[config.mk]
export PLATFORM = sky130hd
export DESIGN_NAME = ysyx_25030093_ifu_flat
export DESIGN_NICKNAME = d
export VERILOG_FILES = /design/src/rtl/ysyx_25030093_ifu_pkg.sv /design/src/rtl/ysyx_25030093_ifu_if.sv /design/src/rtl/ysyx_25030093_ifu_timeout.sv /design/src/rtl/ysyx_25030093_ifu.sv /design/src/flat_wrapper.sv
export SDC_FILE = /design/constraint.sdc
export NUM_CORES = 1
export LEC_CHECK = 0
export CORE_ASPECT_RATIO = 2
export CORE_MARGIN = 2
export CORE_UTILIZATION = 40
export DETAILED_ROUTE_END_ITERATION = 7
export PLACE_DENSITY = 0.89
export SETUP_SLACK_MARGIN = 0.2
export SKIP_LAST_GASP = 1
export SLEW_MARGIN = 20
export SYNTH_ARGS = -nofsm -noshare
export SYNTH_HDL_FRONTEND = slang
export SYNTH_SLANG_ARGS = --single-unit
[constraint.sdc]
create_clock -name clk -period 3.15 [get_ports clk]
set_input_delay 0.63 -clock clk [delete_from_list [all_inputs] [get_ports clk]]
set_output_delay 0.63 -clock clk [all_outputs]
set_load 0.02 [all_outputs]
[src/rtl/ysyx_25030093_ifu_pkg.sv]
// Shared IFU definitions: FSM state encodings and architectural constants.
// Also used by the PC register (RESET_PC).
package ysyx_25030093_ifu_pkg;

  typedef logic [2:0] ifu_state_t;

  localparam ifu_state_t StIdle = 3'd0;
  localparam ifu_state_t StAddr = 3'd1;
  localparam ifu_state_t StData = 3'd2;
  localparam ifu_state_t StHold = 3'd3;
  localparam ifu_state_t StWait = 3'd4;

  localparam logic [31:0] NOP_INST      = 32'h0000_0013;
  localparam logic [1:0]  AXI_RESP_OKAY = 2'b00;
  localparam logic [31:0] RESET_PC      = 32'h8000_0000;

endpackage

[src/rtl/ysyx_25030093_ifu_if.sv]
// AXI4-Lite read channel between the IFU (master) and instruction memory (slave).
interface ysyx_25030093_ifu_if #(
  parameter int unsigned ADDR_W = 32,
  parameter int unsigned DATA_W = 32
) ();

  logic [ADDR_W-1:0] araddr;
  logic              arvalid;
  logic              arready;
  logic [DATA_W-1:0] rdata;
  logic [1:0]        rresp;
  logic              rvalid;
  logic              rready;

  modport master (
    output araddr, arvalid, rready,
    input  arready, rdata, rresp, rvalid
  );

  modport slave (
    input  araddr, arvalid, rready,
    output arready, rdata, rresp, rvalid
  );

endinterface

[src/rtl/ysyx_25030093_ifu_timeout.sv]
// Loadable down-counter for the IFU bus timeout; expired is high once the
// count reaches zero. TIMEOUT=0 disables expiry entirely.
module ysyx_25030093_ifu_timeout #(
  parameter int unsigned TIMEOUT = 255
) (
  input  logic clk,
  input  logic rst,
  input  logic load,
  input  logic count,
  output logic expired
);

  localparam int unsigned CntW = $clog2(TIMEOUT + 2);

  logic [CntW-1:0] cnt_q;

  always_ff @(posedge clk or negedge rst) begin
    if (!rst) begin
      cnt_q <= '0;
    end else if (load) begin
      cnt_q <= CntW'(TIMEOUT);
    end else if (count && (cnt_q != '0)) begin
      cnt_q <= cnt_q - CntW'(1);
    end
  end

  assign expired = (TIMEOUT != 0) && (cnt_q == '0);

endmodule

[src/rtl/ysyx_25030093_ifu.sv]
// Instruction fetch unit: one AXI4-Lite read per instruction, valid/ready to decode.
// Optional performance counters are built when IFU_PERF_EN is defined.
module ysyx_25030093_ifu
  import ysyx_25030093_ifu_pkg::*;
#(
  parameter int unsigned ADDR_W  = 32,
  parameter int unsigned DATA_W  = 32,
  parameter int unsigned TIMEOUT = 255
) (
  input  logic                clk,
  input  logic                rst,
  input  logic [ADDR_W-1:0]   pc,
  ysyx_25030093_ifu_if.master axi,
  output logic [31:0]         inst,
  output logic [ADDR_W-1:0]   inst_pc,
  output logic                inst_fault,
  output logic                out_valid,
  input  logic                out_ready,
  output logic                pc_advance,
  input  logic                flush,
  output logic [31:0]         perf_fetch,
  output logic [31:0]         perf_stall
);

  ifu_state_t        state_q, state_d;
  logic [ADDR_W-1:0] req_q;
  logic              drop_q, drop_d;
  logic [31:0]       inst_q;
  logic [ADDR_W-1:0] inst_pc_q;
  logic              fault_q;
  logic [DATA_W-1:0] rdata;
  logic              tmo_expired;
  logic              in_addr, in_data, resp_done, enter_addr, capture;

  assign rdata     = axi.rdata;
  assign in_addr   = (state_q == StAddr);
  assign in_data   = (state_q == StData);
  // A timed-out DATA cycle completes the request just like a response.
  assign resp_done = in_data && (axi.rvalid || tmo_expired);

  always_comb begin
    state_d = state_q;
    drop_d  = drop_q;
    case (state_q)
      StIdle: state_d = StAddr;
      StAddr: begin
        if (flush) drop_d = 1'b1;
        if (axi.arready) state_d = StData;
      end
      StData: begin
        if (resp_done) begin
          state_d = (drop_q || flush) ? StAddr : StHold;
          drop_d  = 1'b0;
        end else if (flush) begin
          drop_d = 1'b1;
        end
      end
      StHold: begin
        if (flush) state_d = StAddr;
        else if (out_ready) state_d = StWait;
      end
      StWait:  state_d = StAddr;
      default: state_d = StIdle;
    endcase
  end

  assign enter_addr = (state_d == StAddr) && !in_addr;
  assign capture    = resp_done && !drop_q && !flush;

  always_ff @(posedge clk or negedge rst) begin
    if (!rst) begin
      state_q <= StIdle;
      drop_q  <= 1'b0;
      req_q   <= '0;
    end else begin
      state_q <= state_d;
      drop_q  <= drop_d;
      if (enter_addr) req_q <= pc;
    end
  end

  always_ff @(posedge clk or negedge rst) begin
    if (!rst) begin
      inst_q    <= '0;
      inst_pc_q <= '0;
      fault_q   <= 1'b0;
    end else if (capture) begin
      inst_pc_q <= req_q;
      if (axi.rvalid && (axi.rresp == AXI_RESP_OKAY)) begin
        inst_q  <= rdata[31:0];
        fault_q <= 1'b0;
      end else begin
        inst_q  <= NOP_INST;
        fault_q <= 1'b1;
      end
    end
  end

  ysyx_25030093_ifu_timeout #(
    .TIMEOUT (TIMEOUT)
  ) u_timeout (
    .clk     (clk),
    .rst     (rst),
    .load    (enter_addr),
    .count   (in_addr || in_data),
    .expired (tmo_expired)
  );

  assign axi.araddr  = req_q;
  assign axi.arvalid = in_addr;
  assign axi.rready  = in_data;

  assign inst       = inst_q;
  assign inst_pc    = inst_pc_q;
  assign inst_fault = fault_q;
  assign out_valid  = (state_q == StHold);
  // Flush wins over a same-cycle accept.
  assign pc_advance = out_valid && out_ready && !flush;

`ifdef IFU_PERF_EN
  logic [31:0] perf_fetch_q, perf_stall_q;

  always_ff @(posedge clk or negedge rst) begin
    if (!rst) begin
      perf_fetch_q <= '0;
      perf_stall_q <= '0;
    end else begin
      if (pc_advance) perf_fetch_q <= perf_fetch_q + 32'd1;
      if (in_addr || in_data) perf_stall_q <= perf_stall_q + 32'd1;
    end
  end

  assign perf_fetch = perf_fetch_q;
  assign perf_stall = perf_stall_q;
`else
  assign perf_fetch = '0;
  assign perf_stall = '0;
`endif

endmodule
[src/flat_wrapper.sv]
// flat-port wrapper written by rule: the top's interface ports become plain ports
module ysyx_25030093_ifu_flat import ysyx_25030093_ifu_pkg::*;
#(
  parameter int unsigned ADDR_W  = 32,
  parameter int unsigned DATA_W  = 32,
  parameter int unsigned TIMEOUT = 255
)
  (clk, rst, pc, inst, inst_pc, inst_fault, out_valid, out_ready, pc_advance, flush, perf_fetch, perf_stall, axi_araddr, axi_arvalid, axi_rready, axi_arready, axi_rdata, axi_rresp, axi_rvalid);
  ysyx_25030093_ifu_if #(.ADDR_W(ADDR_W), .DATA_W(DATA_W)) axi_i ();
  input  logic clk;
  input  logic rst;
  input  logic [ADDR_W-1:0] pc;
  output logic [31:0] inst;
  output logic [ADDR_W-1:0] inst_pc;
  output logic inst_fault;
  output logic out_valid;
  input  logic out_ready;
  output logic pc_advance;
  input  logic flush;
  output logic [31:0] perf_fetch;
  output logic [31:0] perf_stall;
  output wire logic [$bits(axi_i.araddr)-1:0] axi_araddr;
  output wire logic [$bits(axi_i.arvalid)-1:0] axi_arvalid;
  output wire logic [$bits(axi_i.rready)-1:0] axi_rready;
  input wire logic [$bits(axi_i.arready)-1:0] axi_arready;
  input wire logic [$bits(axi_i.rdata)-1:0] axi_rdata;
  input wire logic [$bits(axi_i.rresp)-1:0] axi_rresp;
  input wire logic [$bits(axi_i.rvalid)-1:0] axi_rvalid;
  assign axi_araddr = axi_i.araddr;
  assign axi_arvalid = axi_i.arvalid;
  assign axi_rready = axi_i.rready;
  assign axi_i.arready = axi_arready;
  assign axi_i.rdata = axi_rdata;
  assign axi_i.rresp = axi_rresp;
  assign axi_i.rvalid = axi_rvalid;
  ysyx_25030093_ifu #(.ADDR_W(ADDR_W), .DATA_W(DATA_W), .TIMEOUT(TIMEOUT)) u_core (.clk(clk), .rst(rst), .pc(pc), .axi(axi_i), .inst(inst), .inst_pc(inst_pc), .inst_fault(inst_fault), .out_valid(out_valid), .out_ready(out_ready), .pc_advance(pc_advance), .flush(flush), .perf_fetch(perf_fetch), .perf_stall(perf_stall));
endmodule
After elaboration in Yosys (flattened, before gate mapping)

Index checks and enable logic that the tools add are counted.

Mux-type cells: 13
Reduce and logical (&&, ||, !) cells: 21
Equal/unequal tests: 5
$add $sub $neg: 1

Operator list:

| operator                                                               | count |
|---|---|
| 32-bit 2-to-1 mux                                                      | 1 |
| 9-bit 2-to-1 mux                                                       | 2 |
| 3-bit 2-to-1 mux                                                       | 4 |
| 3-bit one-hot mux with 4 select lines                                  | 1 |
| 9-bit logical NOT                                                      | 1 |
| 9-bit nonzero test                                                     | 1 |
| 9-bit by 1-bit subtractor with 9-bit output (second input constant)    | 1 |
| 1-bit logical AND                                                      | 8 |
| 3-bit by 1-bit equality test with 1-bit output (second input constant) | 2 |
| 3-bit by 2-bit equality test with 1-bit output (second input constant) | 2 |
| 2-bit nonzero test                                                     | 2 |
| 3-bit equality test (second input constant)                            | 1 |
| 1-bit logical NOT                                                      | 3 |
| 3-bit logical NOT                                                      | 1 |
| 1-bit logical OR                                                       | 3 |
| 1-bit 2-to-1 mux                                                       | 3 |
| 2-bit logical NOT                                                      | 1 |
| 2-bit 2-to-1 mux                                                       | 1 |
| 1-bit one-hot mux with 2 select lines                                  | 1 |
| 2-bit OR reduction                                                     | 1 |

Register bits: 110
Input bits: 72
Output and inout bits: 165
Word-level logic and storage cells: 47

Logic depth before layout (Yosys ltp)

Depth in word-level cells: 8
Gate-level depth with buffers: 8
Depth with buffers taken out: 6

Cells and area by module

From an unflattened synthesis, not the netlist that was laid out.

Cell total of the unflattened synthesis: 481
Area total of the unflattened synthesis: 5355.1 um^2

By module, submodules not included:

| module                    | cells an instance | instances | area an instance (um^2) |
|---|---|---|---|
| ysyx_25030093_ifu         | 426               | 1         | 4823.4 |
| ysyx_25030093_ifu_timeout | 55                | 1         | 531.8 |

Worst setup path after synthesis

Ideal clock, no wire load.

Path kind: reg-to-reg
Start: register u_core.u_timeout.cnt_q[0]
End: register u_core.inst_pc_q[30] (netlist: u_core.inst_pc[30])
Stages on the path, launching flop included: 9
Data arrival time: 1928 ps
Buffers on the path: 2
Setup slack: 1098 ps
Required time: 3025 ps
Period minus slack after synthesis: 2052 ps
Cell sequence: dfrtp_1 > inv_1 > ha_1 > nor4b_1 > and2_1 > clkbuf_1 > o21ai_1 > clkbuf_1 > mux2_2

Longest elaborated chain between the ends: 5

RTL lines:

| what                           | line                            | text |
|---|---|---|
| from (decl)                    | ysyx_25030093_ifu_timeout.sv:15 | `logic [CntW-1:0] cnt_q;` |
| from (signal assigned)         | ysyx_25030093_ifu_timeout.sv:21 | `cnt_q <= CntW'(TIMEOUT);` |
| from (signal assigned)         | ysyx_25030093_ifu_timeout.sv:23 | `cnt_q <= cnt_q - CntW'(1);` |
| 9-bit logical NOT              | ysyx_25030093_ifu_timeout.sv:27 | `assign expired = (TIMEOUT != 0) && (cnt_q == '0);` |
| 1-bit logical OR               | ysyx_25030093_ifu.sv:39         | `assign resp_done = in_data && (axi.rvalid \|\| tmo_expired);` |
| 1-bit logical AND              | ysyx_25030093_ifu.sv:39         |  |
| 1-bit logical AND (2 in a row) | ysyx_25030093_ifu.sv:68         | `assign capture = resp_done && !drop_q && !flush;` |
| to (signal assigned)           | ysyx_25030093_ifu.sv:88         | `inst_pc_q <= req_q;` |
| to (decl)                      | ysyx_25030093_ifu.sv:29         | `logic [ADDR_W-1:0] inst_pc_q;` |

No other way between the ends.
A chain may end at the register's enable or synchronous reset.

Worst setup path after layout

Start: input port flush
End: output port pc_advance

Longest elaborated chain between the ends: 2

RTL lines:

| what              | line                     | text |
|---|---|---|
| from (decl)       | flat_wrapper.sv:19       | `input logic flush;` |
| 1-bit logical NOT | ysyx_25030093_ifu.sv:118 | `assign pc_advance = out_valid && out_ready && !flush;` |
| 1-bit logical AND | ysyx_25030093_ifu.sv:118 |  |
| to (decl)         | flat_wrapper.sv:18       | `output logic pc_advance;` |

No other way between the ends.

==> summary.md <==
| Metric | Value |
|---|---|
| Area delta synth->final | `37.80%` |
| #FFs+latches synth | `110` |
| Final Skew | `about 0.0097 ns` |
| CP max stage cell | `clkdlybuf4s50_1` |
| Max Cap Viol | `0` |
| Startpoint types | `primary input` |
| CTS Buf Count | `9` |
| Max Root-Sink Buffers | `2` |
| Area of the core | `roughly 12,000 sq um` |
| Final Hold Fails | `0` |
| Post_cts resized | `0` |
| RD Place Congestion | `about 0.76` |
| Slew margin rel. | `around half` |
| I/O Buffers | `~170` |
| Fin crit share | `between 80% and 90%` |
| Die width | `82.91 um` |
| Row cnt | `57` |
| CP peak stage delay | `approximately 0.66 ns` |
| Setup TNS | `0 ns` |
| Leakage power total | `between 3 and 4 nW` |
| CTS Hold Bufs | `0` |
| GRT Util Overall | `17.47%` |
| CP endpoint kind | `output pin` |
| Remaining routing DRC violations | `0` |
| Worst-Skew Late Latency | `between 0.3 and 0.4 ns` |
| Pwr dens | `between 900 and 1000 nW/um^2` |
| Routed Antenna Nets | `0` |
| Initial core utilization | `around 40%` |
| Least-Margin Pin Slew | `approximately 0.76 ns` |
| Post-synth EDFFs | `0` |
| Worst EP required | `2.52 ns` |
| Syn_area_per_cell | `approximately 14 sq um` |
| Max IR drop VDD | `0.4342 mV` |
| Status | `finished clean` |
| Main flop type after synthesis | `dfrtp_1` |
| Hold crit path type | `primary input to async pin` |
| # H-tree levels | `3` |
| RSZ-0062 raised after global routing | `no` |
| CTS clk-pin slew, worst paths | `~0.080 ns` |
| Commonest non-fill, non-tap cells in the layout | `clkdlybuf4s50_1 (171), dfrtp_1 (110), conb_1 (64)` |
| Syn Inst Count | `~370` |
| Final instance area | `6864 sq um` |
| Nets | `609` |
| Filler Cell Count | `990` |
| Crit path DAT | `about 2.2 ns` |
| Minimum clock period | `2.788 ns` |
| Crit path cell chain | `clkdlybuf4s50_1, inv_1, nand2_1, nor3_1, clkdlybuf4s50_1` |
| Post-CTS setup buffer count | `0` |
| Library cells used by synthesis | `45` |
| Vias in the first global route | `between 3,000 and 4,000` |
| Initial antenna violation count | `0` |
| Root buffer cell | `clkbuf_16` |
| Post-synthesis sequential area ratio | `55.26%` |
| Share of synthesized registers carrying an async set or reset | `between 90% and 100%` |
| GRT overflow | `0` |
| Routed len/inst | `about 17 um` |
| Hpwl dp | `between 8 and 9 mm` |
| Synth warn | `0` |
| Pin count of the biggest net entering global routing | `60` |
| Most used cell, CP | `clkdlybuf4s50_1` |
| Vias | `between 3,000 and 4,000` |
| Crit-path max FO | `4` |
| First DRT Iteration DRCs | `between 100 and 150` |
| Synthesized area | `roughly 5000 sq um` |
| Max-slew violation count | `0` |
| ANT cells | `0` |
| DR pass1 iterations | `4` |
| Commonest non-fill, non-tap cell in the layout | `clkdlybuf4s50_1` |
| Setup Crit Path Kind | `primary input to output pin` |
| Share of layout cells above drive strength 1 | `around 18%` |
| IO Count | `approximately 240` |
| First-pass GRT wire length | `about 19 mm` |
| Final WL | `11.54 mm` |
| Finish-stage setup viols | `0` |
| Die area | `around 13,000 sq um` |
| CTS tree | `done` |
| Die height | `roughly 160 um` |
| DR vias/cell | `between 5 and 6` |
| Sink Count | `between 100 and 150` |
| Fmax | `between 300 and 400 MHz` |
| Placed Area | `~6600 sq um` |
-- state kept, by name, indices dropped and copies added (netlist names) --
signal and count:
u_core.inst 32, u_core.inst_fault 1, u_core.u_timeout.cnt_q 9, u_core.inst_pc 32, u_core.drop_q 1, u_core.axi.araddr 32, u_core.state_q 3
-- routing by layer --
layer  wire (um)  up-vias  track usage (%)  share of wire [%]
met5           0        -                0                  0
met4         417        0            8.271                3.6
met3         722       29            3.760                6.3
met2        6480      198            32.95                 56
met1        3923     1687            18.04                 34
li1            -     1522                -                  -
-- path summary, 6_finish.rpt --
kind                            slack (ns)                    end                 startpoint  cells past startpoint
min in group clk                      0.51      u_core.inst_pc[3]          u_core.inst_pc[3]                      1
max in group asynchronous             2.04     u_core.inst_pc[24]                        rst                      2
worst max register to register        0.70     u_core.inst_pc[15]  u_core.u_timeout.cnt_q[0]                      7
worst max-delay path                  0.36             pc_advance                      flush                      5
worst min register to register        0.51      u_core.inst_pc[3]          u_core.inst_pc[3]                      1
worst min-delay path                  0.36  u_core.axi.araddr[18]                        rst                      1
-- worst max-delay path: cells and delay by family --
family	cells	cell delay (ns)
buffers and inverters	3	1.25
and+or+nand+nor	2	0.28
-- through the flow --
step                      power, mW  util, %  std cells  worst slack [ns]  hold WS, ns
after floorplan               4.044        -        428             1.098       0.3344
after global placement        5.053    54.27        671            0.3092       0.4830
after detailed placement      5.176    54.27        671            0.3094       0.4931
after CTS                     6.275    56.62        687            0.3072       0.3831
after global routing          6.535    56.62        687            0.2171       0.4195
final                         6.216    56.62        687            0.3622       0.3579
-- kinds of logic (layout without fill, tap and decap cells) --
family                     after synthesis  in the layout  share of synthesized area (%)
AOI/OAI and AO/OA                       54             54                          8.716
xor gates and xnor gates                 1              1                         0.1759
adders and majority gates                2              2                         0.5023
buffers and inverters                   87            199                          12.79
DFF                                    110            110                          55.26
muxes                                   65             65                          16.88
other                                    1             64                        0.07529
and+or+nand+nor                         45             45                          5.602
-- final cells by class --
| type | count | area, sq um | area share, % |
|---|---|---|---|
| multi-input combinational | 231 | 1839 | 26.80 |
| clock inverter | 6 | 55.05 | 0.8020 |
| timing repair buffer | 177 | 1782 | 25.96 |
| inverter | 6 | 22.52 | 0.3281 |
| sequential | 110 | 2753 | 40.10 |
| tap | 147 | 183.9 | 2.680 |
| clock buffer | 10 | 229.0 | 3.336 |
-- where the power goes --
part / switching (mW) / internal [mW] / total, mW
registers: 0.349 / 1.88 / 2.23
clock network: 0.537 / 0.552 / 1.09
logic: 1.33 / 1.56 / 2.90
total: 2.22 / 4.00 / 6.22
-- synth_stat cells (all sizes together), types with 4 or more instances --
cell type	n	area (sq um)
buf	74	588.1
clkbuf	7	26.28
or4	5	37.54
o22a	4	36.29
mux2	65	840.8
a22o	29	254.0
nor2	8	30.03
nand3	9	45.04
o21ai	5	25.02
inv	6	22.52
dfrtp	110	2753
Power figures use the tool's default switching activity.
